--- config.mk ---
export PLATFORM = sky130hd
export DESIGN_NAME = fifo_sync_flex
export DESIGN_NICKNAME = d
export VERILOG_FILES = /design/src/rtl/fifo_sync_flex.sv
export SDC_FILE = /design/constraint.sdc
export NUM_CORES = 1
export LEC_CHECK = 0
export CAP_MARGIN = 40
export CORE_MARGIN = 1
export CORE_UTILIZATION = 30
export DETAILED_ROUTE_END_ITERATION = 10
export PLACE_DENSITY_LB_ADDON = 0.25
export REMOVE_ABC_BUFFERS = 1
export SLEW_MARGIN = 10
export SYNTH_ARGS = -nofsm -noshare
export SYNTH_HDL_FRONTEND = slang
export SYNTH_SLANG_ARGS = --single-unit
--- constraint.sdc ---
create_clock -name clk -period 3.2 [get_ports clk]
set_input_delay 0.32 -clock clk [delete_from_list [all_inputs] [get_ports clk]]
set_output_delay 0.32 -clock clk [all_outputs]
set_load 0.05 [all_outputs]
--- src/rtl/fifo_sync_flex.sv ---
// -----------------------------------------------------------------------------
// fifo_sync_flex
//
// Single-clock FIFO built on a register array. It provides programmable
// almost-full/almost-empty thresholds, a fill-level count, and sticky
// overflow/underflow flags. The read mode is selectable: a standard registered
// read, or first-word-fall-through (FWFT).
//
// Ports
//   clk           in   clock, all logic on posedge
//   rst           in   asynchronous, active-high reset
//   wr_en         in   write request
//   wr_data       in   write word (DATA_SIZE)
//   rd_en         in   read request (FWFT: pop the presented head word)
//   rd_data       out  read word (DATA_SIZE)
//   full          out  count == DEPTH
//   empty         out  count == 0
//   almost_full   out  count >= AFULL_THRESH
//   almost_empty  out  count <= AEMPTY_THRESH
//   count         out  stored words, 0..DEPTH (ADDR_SIZE+1 bits)
//   overflow      out  sticky: write attempted while full
//   underflow     out  sticky: read attempted while empty
//   clr_err       in   synchronous clear of overflow/underflow
//
// Handshake: a write transfers on any edge where wr_en=1 and full=0. A read
// transfers on any edge where rd_en=1 and empty=0. A request made against a
// full/empty FIFO is dropped and recorded in the matching sticky flag. The
// requester may hold or drop its request freely; nothing is queued.
// -----------------------------------------------------------------------------
module fifo_sync_flex #(
    parameter int DATA_SIZE     = 8,
    parameter int ADDR_SIZE     = 4,
    parameter int AFULL_THRESH  = 12,
    parameter int AEMPTY_THRESH = 4,
    parameter int FWFT          = 0
) (
    input  logic                 clk,
    input  logic                 rst,
    input  logic                 wr_en,
    input  logic [DATA_SIZE-1:0] wr_data,
    input  logic                 rd_en,
    output logic [DATA_SIZE-1:0] rd_data,
    output logic                 full,
    output logic                 empty,
    output logic                 almost_full,
    output logic                 almost_empty,
    output logic [ADDR_SIZE:0]   count,
    output logic                 overflow,
    output logic                 underflow,
    input  logic                 clr_err
);

    localparam int DEPTH = 1 << ADDR_SIZE;
    localparam int CW    = ADDR_SIZE + 1;

    localparam logic [CW-1:0] DEPTH_C    = CW'(DEPTH);
    localparam logic [CW-1:0] AFULL_C    = CW'(AFULL_THRESH);
    localparam logic [CW-1:0] AEMPTY_C   = CW'(AEMPTY_THRESH);

    logic [DATA_SIZE-1:0] mem [DEPTH];
    logic [ADDR_SIZE-1:0] wr_ptr;
    logic [ADDR_SIZE-1:0] rd_ptr;
    logic [CW-1:0]        count_nxt;
    logic                 wr_acc;
    logic                 rd_acc;

    assign wr_acc = wr_en & ~full;
    assign rd_acc = rd_en & ~empty;

    // Full and empty come from count, so the pointers carry no wrap bit.
    always_comb begin
        count_nxt = count;
        case ({wr_acc, rd_acc})
            2'b10:   count_nxt = count + 1'b1;
            2'b01:   count_nxt = count - 1'b1;
            default: count_nxt = count;
        endcase
    end

    // Storage is deliberately not reset. Clearing the pointers empties the FIFO logically.
    always_ff @(posedge clk) begin
        if (wr_acc) begin
            mem[wr_ptr] <= wr_data;
        end
    end

    always_ff @(posedge clk or posedge rst) begin
        if (rst) begin
            wr_ptr       <= '0;
            rd_ptr       <= '0;
            count        <= '0;
            full         <= 1'b0;
            empty        <= 1'b1;
            almost_full  <= 1'b0;
            almost_empty <= 1'b1;
            overflow     <= 1'b0;
            underflow    <= 1'b0;
        end else begin
            if (wr_acc) wr_ptr <= wr_ptr + 1'b1;
            if (rd_acc) rd_ptr <= rd_ptr + 1'b1;
            count        <= count_nxt;
            // Flags are derived from count_nxt so they move on the same edge as count.
            full         <= (count_nxt == DEPTH_C);
            empty        <= (count_nxt == '0);
            almost_full  <= (count_nxt >= AFULL_C);
            almost_empty <= (count_nxt <= AEMPTY_C);
            // When a new violation and clr_err arrive together, the set wins.
            overflow     <= (overflow  & ~clr_err) | (wr_en & full);
            underflow    <= (underflow & ~clr_err) | (rd_en & empty);
        end
    end

    generate
        if (FWFT != 0) begin : g_fwft
            // The head word is presented combinationally from registers only.
            // It is forced to 0 while empty, so stale storage never leaks out.
            assign rd_data = empty ? '0 : mem[rd_ptr];
        end else begin : g_std
            logic [DATA_SIZE-1:0] rd_q;
            always_ff @(posedge clk or posedge rst) begin
                if (rst) begin
                    rd_q <= '0;
                end else if (rd_acc) begin
                    rd_q <= mem[rd_ptr];
                end
            end
            assign rd_data = rd_q;
        end
    endgenerate

endmodule
# Yosys cells after proc, flatten, opt, wreduce, memory -nomap -nowiden
# Memory sizes are Yosys's and may differ from the RTL's. A register that Yosys moved wholly into a read port is not among the register bits.
# Cells that the tools add are included.
[totals] register_bits=19 ramBits=128 input_bits=13 output_inout_bits=19 word_cells=34 n_memories=1
[memory_table] memory="mem" depth=16 width=8 rd=1 rd_ports_with_merged_regs=1 wr=1 line="60" rtl="logic [DATA_SIZE-1:0] mem [DEPTH];"
[op_classes] add_sub_neg=4 order_cmp=2 eq_ne=3 mux=3 n_bitwise=11 reduce_logical=1
[ops] op="$pmux 5 s2" count=1
[ops] op="$add 4x1->4 const B" count=2
[ops] op="$and 1x1->1" count=6
[ops] op="$add 5x1->5 const B" count=1
[ops] op="$eq 5x5->1 const B" count=1
[ops] op="$ge 5x4->1 const B" count=1
[ops] op="$le 5x3->1 const B" count=1
[ops] op="$logic_not 5->1" count=1
[ops] op="$sub 5x1->5 const B" count=1
[ops] op="$not 1->1" count=3
[ops] op="$eq 2x1->1 const B" count=1
[ops] op="$eq 2x2->1 const B" count=1
[ops] op="$mux 1" count=2
[ops] op="$or 1x1->1" count=2

# Logic depth before layout (Yosys ltp)
[logic_depth] ltp_word=5 ltp_mapped=12 ltp_nobuf=10

# Worst setup path after synthesis
# Ideal clock, no wire load.
[synth_path] kind="flip-flop to flip-flop" from="reg empty" to="reg full" setup_ns=0.129 arrival_ns=2.820 t_required_ns=3.071 path_slack_ns=0.251 stages_incl_launch_ff=13 path_buffers=2 synth_period_minus_slack_ns=2.949 path_cell_list="dfstp_2 > nand2b_1 > buf_2 > clkinv_1 > ha_1 > buf_2 > xor2_1 > ha_1 > mux2_2 > o21ai_0 > nand3_1 > xnor2_2 > nor3b_2"
[synth_between] elab_chain_len=5 word_cells_on_any_way=6 cone_classes="3 x eq/ne; 1 x mux; 2 x bitwise"
[synth_rtl] element="from (decl)" line="44" rtl="output logic empty,"
[synth_rtl] element="from (signal assigned)" line="104" rtl="empty <= (count_nxt == '0);"
[synth_rtl] element="$not 1->1 (*)" line="68" rtl="assign rd_acc = rd_en & ~empty;"
[synth_rtl] element="$and 1x1->1 (*)" line="68"
[synth_rtl] element="$eq 2x1->1 / $eq 2x2->1 (equally long branches)" line="73" rtl="case ({wr_acc, rd_acc})"
[synth_rtl] element="$pmux 5 s2 (*)" line="73"
[synth_rtl] element="named net count_nxt[4]" line="63" rtl="logic [CW-1:0] count_nxt;"
[synth_rtl] element="$eq 5x5->1 (*)" line="103" rtl="full <= (count_nxt == DEPTH_C);"
[synth_rtl] element="to (signal assigned)" line="103"
[synth_rtl] element="to (decl)" line="43" rtl="output logic full,"
# The timed path passes the listed nets; every way through them passes the cells marked *.
# A chain may end at the register's enable or synchronous reset.

# Worst setup path after layout
# Same ends and word-level chain as after synthesis.

==> qor.csv <==
metric;value;unit
power.density;940.2;nW/um2
overflow;0;
clk_pin_slew;0.06;ns
end_kind;register;
grt_first_pass_wirelength;20.27;mm
cp.arrival;2.99;ns
syn_area;6281;um2
fin_setup_tns;0;ns
post_cts_buffers;0;
htreeDepth;4;
core;20360;um2
cp_top_family;flip-flops;
max_freq;379.7;MHz
synth_edf_count;128;
grt_pass1_vias;3434;
dp_hpwl;8.341;mm
power_leakage;2.555;nW
die_h;146.7;um
area_growth;19.38;%
regToRegSetupSlack;0.57;ns
cp_cell_sequence;nand2b_1 -> clkinv_1 -> ha_1 -> xor2_1 -> ha_1 -> mux2_2 -> o21ai_0 -> nand3_1 -> xnor2_2 -> nor3b_2;
rsz0062_at_grt;false;
worst-setup-path-type;reg2reg;
crit_top_cell;ha_1;
ir_drop;0.5086;mV
outcome;finished, final reports clean;
antenna_found_initial;0;
die_area;21520;um2
maxCapViolCount;0;
synth_ff_type;edfxtp_1;
synthArstFlopShare;0.1742;
maxSlewHeadroom;0.5765;
yosysSeqAreaShare;0.7199;
place_congestion;0.7473;
postCtsResizedCells;0;
cts_hold_buf;0;
drtIter0Drc;292;
cts_buffers;17;
cts.sinks;155;
r2r-end;full$_DFF_PP0_;
worstPathMaxFanout;9;
yosys_warnings;0;
fin_nets;425;
grt_max_degree;20;
clock_path_buffers;2;
min_path_type;in2async;
cts_tree;done;
synth_seq_cells;155;
r2r_start;empty$_DFF_PP1_;
die_w;146.7;um
route.detailed.drc;0;
drv_slew;0;
ios;32;
drive_above_1_share;0.1990;
rows;52;
period_minus_slack;2.634;ns
setup_viol_count_final;0;
viasPerCell;4.686;
hold_viol;0;
diodes;0;
clk_latency;0.43;ns
worstSetupStartpointType;register;
syn_inst;360;
skew;0.01079;ns
ys_types;42;
routed-via-count;3219;
wl;12.69;mm
crit_slowest_cell;dfstp_2;
avgSynthCellArea;17.45;um2
drt_pass1_iterations;4;
timing.reg2reg.worst_path_depth;10;
portBuffers;31;
drt.antenna.violating_nets;0;
stdcell_area;7498;um2
critPathMaxStageDelay;0.53;ns
avgRoutedWirePerCell;18.47;um
root_buffer;clkbuf_16;
grt.total_usage;0.1300;
crit_buf_inv;1;
place_area;6933;um2
tightest_slew;0.6333;ns
required;3.55;ns
initial_core_util;0.3084;
period_share;0.8231;
## flip-flops by register name, indices dropped and copies added, names as in the netlist, 4 cells and up
signal   cells
count        5
mem        128
rd_data      8
rd_ptr       4
wr_ptr       4
## cell usage in the layout (no fill, tap or decap), drive strengths merged, types with 2 or more instances in the layout
cell	netlist	final
edfxtp	128	128
clkdlybuf4s50	0	31
mux4	25	25
dfrtp	25	25
nand2	23	23
clkbuf	1	18
and2	17	17
inv	11	16
a21oi	15	15
mux2i	13	13
o21ai	10	10
buf	15	10
mux2	9	9
xnor2	9	9
nor2	8	8
ha	8	8
nor3	6	6
o22ai	6	6
clkinv	1	5
a211oi	4	4
clkinvlp	0	4
nor2b	3	3
nand2b	3	3
a22oi	3	3
nand3	2	2
dfstp	2	2
xor2	2	2
nor3b	2	2
## cells by family (layout without fill, tap and decap cells)
kind of cell,Yosys count,in the layout,synth area share
buffers and inverters,28,85,0.02291
multiplexers,47,47,0.1265
adder cells (fa/ha/maj),8,8,0.01594
XOR/XNOR,11,11,0.01773
AO/OA/AOI/OAI,44,44,0.04243
AND/OR/NAND/NOR,67,67,0.05458
flip-flops,155,155,0.7199
## per-layer routing
metal | routed length [um] | track usage | up-vias
li1 | - | - | 1474
met1 | 5699 | 0.1667 | 1679
met5 | 0 | 0 | -
met4 | 148 | 0.05313 | 0
met2 | 6415 | 0.2116 | 56
met3 | 425 | 0.03106 | 10
## Yosys cell counts (all sizes together) (2+ instances only)
| cell type | number | share of area |
|---|---|---|
| dfrtp | 25 | 0.10 |
| xnor2 | 9 | 0.014 |
| mux4 | 25 | 0.090 |
| nor2b | 3 | 0.0030 |
| o22ai | 6 | 0.0060 |
| edfxtp | 128 | 0.61 |
| dfstp | 2 | 0.0084 |
| buf | 15 | 0.015 |
| inv | 11 | 0.0066 |
| nor2 | 8 | 0.0048 |
| mux2 | 9 | 0.016 |
| a211oi | 4 | 0.0048 |
| xor2 | 2 | 0.0040 |
| nand3 | 2 | 0.0016 |
| nor3 | 6 | 0.0048 |
| nand2b | 3 | 0.0030 |
| ha | 8 | 0.016 |
| a22oi | 3 | 0.0036 |
| a21oi | 15 | 0.013 |
| mux2i | 13 | 0.021 |
| nand2 | 23 | 0.014 |
| and2 | 17 | 0.017 |
| o21ai | 10 | 0.0080 |
| nor3b | 2 | 0.0032 |
## per-stage QoR
stage	util	hold WS (ns)	worst slack, ns	power [mW]	std cells
2_1_floorplan	-	0.3712	0.2483	4.407	344
3_3_place_gp	0.3384	0.4754	0.2748	5.154	653
3_5_place_dp	0.3404	0.4755	0.2132	5.209	655
4_1_cts	0.3682	0.2152	0.5616	7.143	687
5_1_grt	0.3682	0.2272	0.3561	7.439	687
6_report	0.3682	0.2027	0.5661	7.050	687
## worst reg2reg max path, stage by stage, from the launching register on
cell and delay (ns):
dfstp_2 0.53, nand2b_1 0.13, clkinv_1 0.09, ha_1 0.29
xor2_1 0.20, ha_1 0.21, mux2_2 0.35, o21ai_0 0.15
nand3_1 0.13, xnor2_2 0.25, nor3b_2 0.21
## area by class of cell
| class | instances | area, um2 |
|---|---|---|
| well taps | 270 | 337.8 |
| flip-flops and latches | 155 | 4522 |
| multi-input cells | 177 | 1615 |
| clock buffers | 18 | 429.2 |
| repair buffers | 41 | 412.9 |
| clock inverters | 14 | 136.4 |
| inverters | 12 | 45.04 |
| fillers | 1885 | 12870 |
## power by group
group          leakage (nW)  switching (mW)  internal, mW
logic                 0.810            1.35         0.997
registers              1.48           0.257          2.53
clock network         0.267           0.839          1.08
total                  2.55            2.44          4.61
## worst max-delay path by stage
stage	start	endpoint	slack, ns	depth (start not counted)
finish	empty$_DFF_PP1_	full$_DFF_PP0_	0.57	10
global route	empty$_DFF_PP1_	full$_DFF_PP0_	0.36	10
CTS	empty$_DFF_PP1_	full$_DFF_PP0_	0.56	10
detailed placement	wr_en	full$_DFF_PP0_	0.21	11
global placement	wr_en	full$_DFF_PP0_	0.27	11
floorplan	empty$_DFF_PP1_	full$_DFF_PP0_	0.25	10
No activity file was read; power rests on OpenSTA's default activity.
==> patch 1 (same settings) <==
Set the parameter `ADDR_SIZE` to 2 (it was 4).
--- a/src/rtl/fifo_sync_flex.sv
+++ b/src/rtl/fifo_sync_flex.sv
@@ -30,5 +30,5 @@
 module fifo_sync_flex #(
     parameter int DATA_SIZE     = 8,
-    parameter int ADDR_SIZE     = 4,
+    parameter int ADDR_SIZE     = 2,
     parameter int AFULL_THRESH  = 12,
     parameter int AEMPTY_THRESH = 4,
Interface: changed (resized count); port bits go from 32 to 30. The function was not compared with the original's and may differ.
==> patch 1 against the unedited design <==
Worst setup slack improved by 0.33 ns; core utilization is 1.8 points higher; synthesized area is 65% lower; cell area decreased by 64%; critical endpoint is now almost_empty$_DFF_PP1_; clock skew decreased by 0.0039 ns; highest routed layer unchanged; wire length shrank 72%; sequential cell count down 103; power shrank 64%; critical path type is now primary input to flop.
==> patch 1: results (changes against the unedited design) <==
CP peak stage delay = 0.47 ns (-0.06 ns)
port bufs = 29 (-6.5%)
Critical Path Fanout Max = 8 (-1)
first-pass GRT wire length = 5650 um (-72%)
Rel. slew slack = 64.6% (+6.9 points)
DR vias/cell = 4.29 (-8.4%)
initial antenna violation count = 0 (unchanged)
Top reg by flops = mem
sequential fraction of the synthesis area = 67.5% (-4.5 points)
FF-to-FF setup slack = 1.01 ns (+0.44 ns)
met2 usage = 18.7% (-2.5 points)
Pwr Density = 957 nW/um^2 (+1.8%)
Placer Congestion = 0.794 (+6.2%)
Clock Path Buffers = 2 (unchanged)
vias in the first global route = 1200 (-65%)
DR pass1 iterations = 4 (unchanged)
Post-DP Area = 2570 sq um (-63%)
Hold Worst Slack = 0.358 ns (+0.156 ns)
Wirelength per Cell = 13.5 um (-27%)
slowest CP cell = clkdlybuf4s50_1
Synth area leaders = edfxtp_1 (44%), dfrtp_1 (21%), mux2i_1 (7.4%)
count of cell types in the netlist = 28 (-33%)
status = finished, final reports clean
H-tree depth = 2 (-2)
diodes inserted = 0 (unchanged)
root buf cell = clkbuf_8
clk slew on worst S/H paths = 0.09 ns (+0.03 ns)
largest net degree at the start of global routing = 21 (+5.0%)
GRT Resource Usage Total = 10.6% (-2.4 points)
Post-CTS Setup Bufs = 0 (unchanged)
Filler cells = 664 (-65%)
Top delay family on crit path = simple AND/OR/NAND/NOR gates
worst vdd ir = 0.273 mV (-46%)
Final nets = 188 (-56%)
CTS resizes = 0 (unchanged)
met3 Use GR = 3.13% (+0.022 points)
Hold WC Path Type = primary input to asynchronous set/reset pin
dpl hpwl = 2500 um (-70%)
Pleak = 1.03 nW (-60%)
Iter 0 DRT Violations = 46 (-84%)
ys async rst share = 38.5% (+21 points)
Synth top cells by count = edfxtp_1 (32), dfrtp_1 (18), mux2i_1 (16)
met1 Resource Use GR = 11.2% (-5.4 points)
Ys Warns = 0 (unchanged)
FF-to-FF path depth = 8 (-2)
number of synthesized flops with an enable pin = 32 (-75%)
Num CTS Buffers = 5 (-12)
Crit path arrival time = 2.53 ns (-0.46 ns)
layout cell share with drive strength beyond 1 = 14.7% (-5.2 points)
worst skew pair latency = 0.30 ns (-0.13 ns)
Max Clock Skew = 0.00687 ns (-0.00392 ns)
max reg flops = 32 (-75%)
## patch 1: worst paths after layout
check                                         endpoint                   start
worst min register to register  rd_data[3]$_DFFE_PP0N_  rd_data[3]$_DFFE_PP0N_
max in group asynchronous              empty$_DFF_PP1_                     rst
worst max-delay path            almost_empty$_DFF_PP1_                   wr_en
worst max register to register  almost_empty$_DFF_PP1_          full$_DFF_PP0_
worst min-delay path                overflow$_DFF_PP0_                     rst
min in group clk                rd_data[3]$_DFFE_PP0N_  rd_data[3]$_DFFE_PP0N_
## patch 1: area by class of cell
cell class                 instances  area share (%)
inverter                          10            1.88
sequential                        52            54.9
clock inverter                     2           0.516
multi-input combinational         69            22.6
timing repair buffer              31            12.5
clock buffer                       6            3.10
tap                               96            4.50
## patch 1: per-stage QoR
stage | worst slack (ns) | std cells
2_1_floorplan | 0.967 | 131
3_3_place_gp | 0.669 | 256
3_5_place_dp | 0.575 | 258
4_1_cts | 0.892 | 266
5_1_grt | 0.774 | 266
6_report | 0.894 | 266
## patch 1: where the power goes
group          internal [mW]  switching, mW
registers              0.928          0.130
clock network          0.177          0.206
logic                  0.425          0.687
## patch 1: worst reg2reg max path: stages, from the launching register on
cell and delay (ns):
dfrtp_1 0.40, nor2b_1 0.44, inv_1 0.09, ha_1 0.24, inv_1 0.08, fa_1 0.43, and3b_1 0.21, nor2_1 0.13
o21ai_1 0.09
## patch 1: cell families after synthesis
logic type	Yosys count	share of synthesized area (%)
DFF	52	67.5
adders and majority gates	6	3.81
and+or+nand+nor	28	7.55
AOI/OAI and AO/OA	15	7.44
buffers and inverters	16	4.73
muxes	16	7.38
xor gates and xnor gates	4	1.62
## patch 1: layer usage
metal  vias up  part of all wire [%]
li1        551                     -
met1       556                    41
met2        29                    53
met3         6                   3.5
met4         0                   2.2
met5         -                     0
==> patch 2 (config.mk and constraints unchanged) <==
Without the edit above. Register the output `count` once more, cleared by the reset; this adds one clock of latency there. The other outputs are not delayed to match.
--- a/src/rtl/fifo_sync_flex.sv
+++ b/src/rtl/fifo_sync_flex.sv
@@ -58,4 +58,6 @@
     localparam logic [CW-1:0] AEMPTY_C   = CW'(AEMPTY_THRESH);
 
+    logic [ADDR_SIZE:0] count_s0;
+
     logic [DATA_SIZE-1:0] mem [DEPTH];
     logic [ADDR_SIZE-1:0] wr_ptr;
@@ -70,9 +72,9 @@
     // Full and empty come from count, so the pointers carry no wrap bit.
     always_comb begin
-        count_nxt = count;
+        count_nxt = count_s0;
         case ({wr_acc, rd_acc})
-            2'b10:   count_nxt = count + 1'b1;
-            2'b01:   count_nxt = count - 1'b1;
-            default: count_nxt = count;
+            2'b10:   count_nxt = count_s0 + 1'b1;
+            2'b01:   count_nxt = count_s0 - 1'b1;
+            default: count_nxt = count_s0;
         endcase
     end
@@ -89,5 +91,5 @@
             wr_ptr       <= '0;
             rd_ptr       <= '0;
-            count        <= '0;
+            count_s0     <= '0;
             full         <= 1'b0;
             empty        <= 1'b1;
@@ -99,5 +101,5 @@
             if (wr_acc) wr_ptr <= wr_ptr + 1'b1;
             if (rd_acc) rd_ptr <= rd_ptr + 1'b1;
-            count        <= count_nxt;
+            count_s0     <= count_nxt;
             // Flags are derived from count_nxt so they move on the same edge as count.
             full         <= (count_nxt == DEPTH_C);
@@ -129,3 +131,11 @@
     endgenerate
 
+    always_ff @(posedge clk or posedge rst) begin
+        if (rst) begin
+            count <= '0;
+        end else begin
+            count <= count_s0;
+        end
+    end
+
 endmodule
Behaviour: not the same (Yosys sat finds a counterexample within 4 cycles, from zero or initial values and one cycle with rst high).
==> patch 2 against the unedited design <==
Final cell count decreased by 0.87%; sequential cell count is 5 higher; worst setup slack better by 0.059 ns; power grew 3.6%; synthesized area rose by 1.6%; fmax is 2.3% higher; via count is 1.3% lower; cell area is 1.5% higher; wire length increased by 4.6%.
==> patch 2: results (changes against the unedited design) <==
status = finished, final reports clean
vias in the first global route = 3338 (-2.8%)
routed wl met3 = 495 um (+16%)
diodes inserted = 0 (unchanged)
CP peak stage delay = 0.40 ns (-0.13 ns)
Hold Worst Slack = 0.292 ns (+0.0888 ns)
root buf cell = clkbuf_16
Wirelength per Cell = 19.5 um (+5.5%)
slowest CP cell = dfrtp_1
syn avg cell area = 17.9 sq um (+2.7%)
Hold WC Path Type = primary input to asynchronous set/reset pin
count of cell types in the netlist = 38 (-9.5%)
first-pass GRT wire length = 20700 um (+2.1%)
CTS resizes = 0 (unchanged)
Top reg by flops = mem
Synth area leaders = edfxtp_1 (60%), dfrtp_1 (12%), mux4_2 (6.4%)
Top delay family on crit path = adder cells
Ys Warns = 0 (unchanged)
max reg flops = 128 (unchanged)
layout cell share with drive strength beyond 1 = 16.8% (-3.1 points)
FF-to-FF setup slack = 0.63 ns (+0.06 ns)
Clock Path Buffers = 2 (unchanged)
DP Cell Count = 649 (-0.92%)
port bufs = 31 (unchanged)
clk slew on worst S/H paths = 0.06 ns (about the same)
number of synthesized flops with an enable pin = 128 (unchanged)
Post-CTS Setup Bufs = 0 (unchanged)
Pleak = 2.65 nW (+3.6%)
GRT Resource Usage Total = 13.4% (+0.37 points)
Num CTS Buffers = 17 (unchanged)
Iter 0 DRT Violations = 176 (-40%)
largest net degree at the start of global routing = 23 (+15%)
Placer Congestion = 0.719 (-3.8%)
sequential fraction of the synthesis area = 72.9% (+0.86 points)
Rel. slew slack = 56.0% (-1.6 points)
DR pass1 iterations = 4 (unchanged)
H-tree depth = 4 (unchanged)
worst vdd ir = 0.341 mV (-33%)
final WL = 13300 um (+4.6%)
Max Clock Skew = 0.0118 ns (+0.000975 ns)
Crit path arrival time = 2.91 ns (-0.08 ns)
Post-Route M1 WL = 6240 um (+9.5%)
dpl hpwl = 8430 um (+1.1%)
Final nets = 419 (-1.4%)
Filler cells = 1935 (+2.7%)
via count = 3176 (-1.3%)
ys async rst share = 20.0% (+2.6 points)
Post-synth top flop = edfxtp_1
CP Launch Point = full$_DFF_PP0_
Synth top cells by count = edfxtp_1 (128), mux2i_1 (37), dfrtp_1 (30)
CP Capture Point = full$_DFF_PP0_
worst skew pair latency = 0.42 ns
top layer reached by signal wires = met4
WL met2 = 6330 um (-1.3%)
FF-to-FF path depth = 10 (unchanged)
[patch 2: worst min path at each step]
stage,end,cells past startpoint
3_3_place_gp,count[2]$_DFF_PP0_,0
2_1_floorplan,count[2]$_DFF_PP0_,0
3_5_place_dp,count[2]$_DFF_PP0_,0
4_1_cts,overflow$_DFF_PP0_,2
5_1_grt,overflow$_DFF_PP0_,2
6_report,overflow$_DFF_PP0_,2
[patch 2: stage by stage]
stage	utilization [%]	cell area (sq um)	worst slack, ns
final	37.0	7610	0.625
after global routing	37.0	7610	0.407
after CTS	37.0	7610	0.611
after detailed placement	34.1	7020	0.202
after global placement	34.1	7020	0.307
after floorplan	-	6290	0.321
[patch 2: where the power goes]
group / leakage [nW] / switching, mW / internal [mW]
combinational: 0.829 / 1.40 / 0.991
sequential: 1.53 / 0.271 / 2.63
clock: 0.289 / 0.815 / 1.20
total: 2.65 / 2.48 / 4.82
[patch 2: routing by layer]
| layer | vias up | global-route usage (%) |
|---|---|---|
| li1 | 1475 | - |
| met1 | 1645 | 18.0 |
| met2 | 42 | 20.8 |
| met3 | 14 | 3.15 |
| met4 | 0 | 5.41 |
| met5 | - | 0 |
[patch 2: layout make-up]
cell class	count	area (sq um)	share of cell area [%]
flip-flops and latches	160	4650	61.1
well taps	270	338	4.44
multi-input cells	170	1610	21.1
inverters	9	33.8	0.444
clock inverters	11	130	1.71
repair buffers	40	390	5.13
clock buffers	21	460	6.05
[patch 2: kinds of logic after synthesis]
logic type | Yosys count | share of synthesized area, %
AOI/OAI and AO/OA | 43 | 4.67
xor gates and xnor gates | 11 | 1.75
adders and majority gates | 8 | 1.57
DFF | 160 | 72.9
and+or+nand+nor | 49 | 4.35
buffers and inverters | 26 | 1.94
muxes | 59 | 12.9
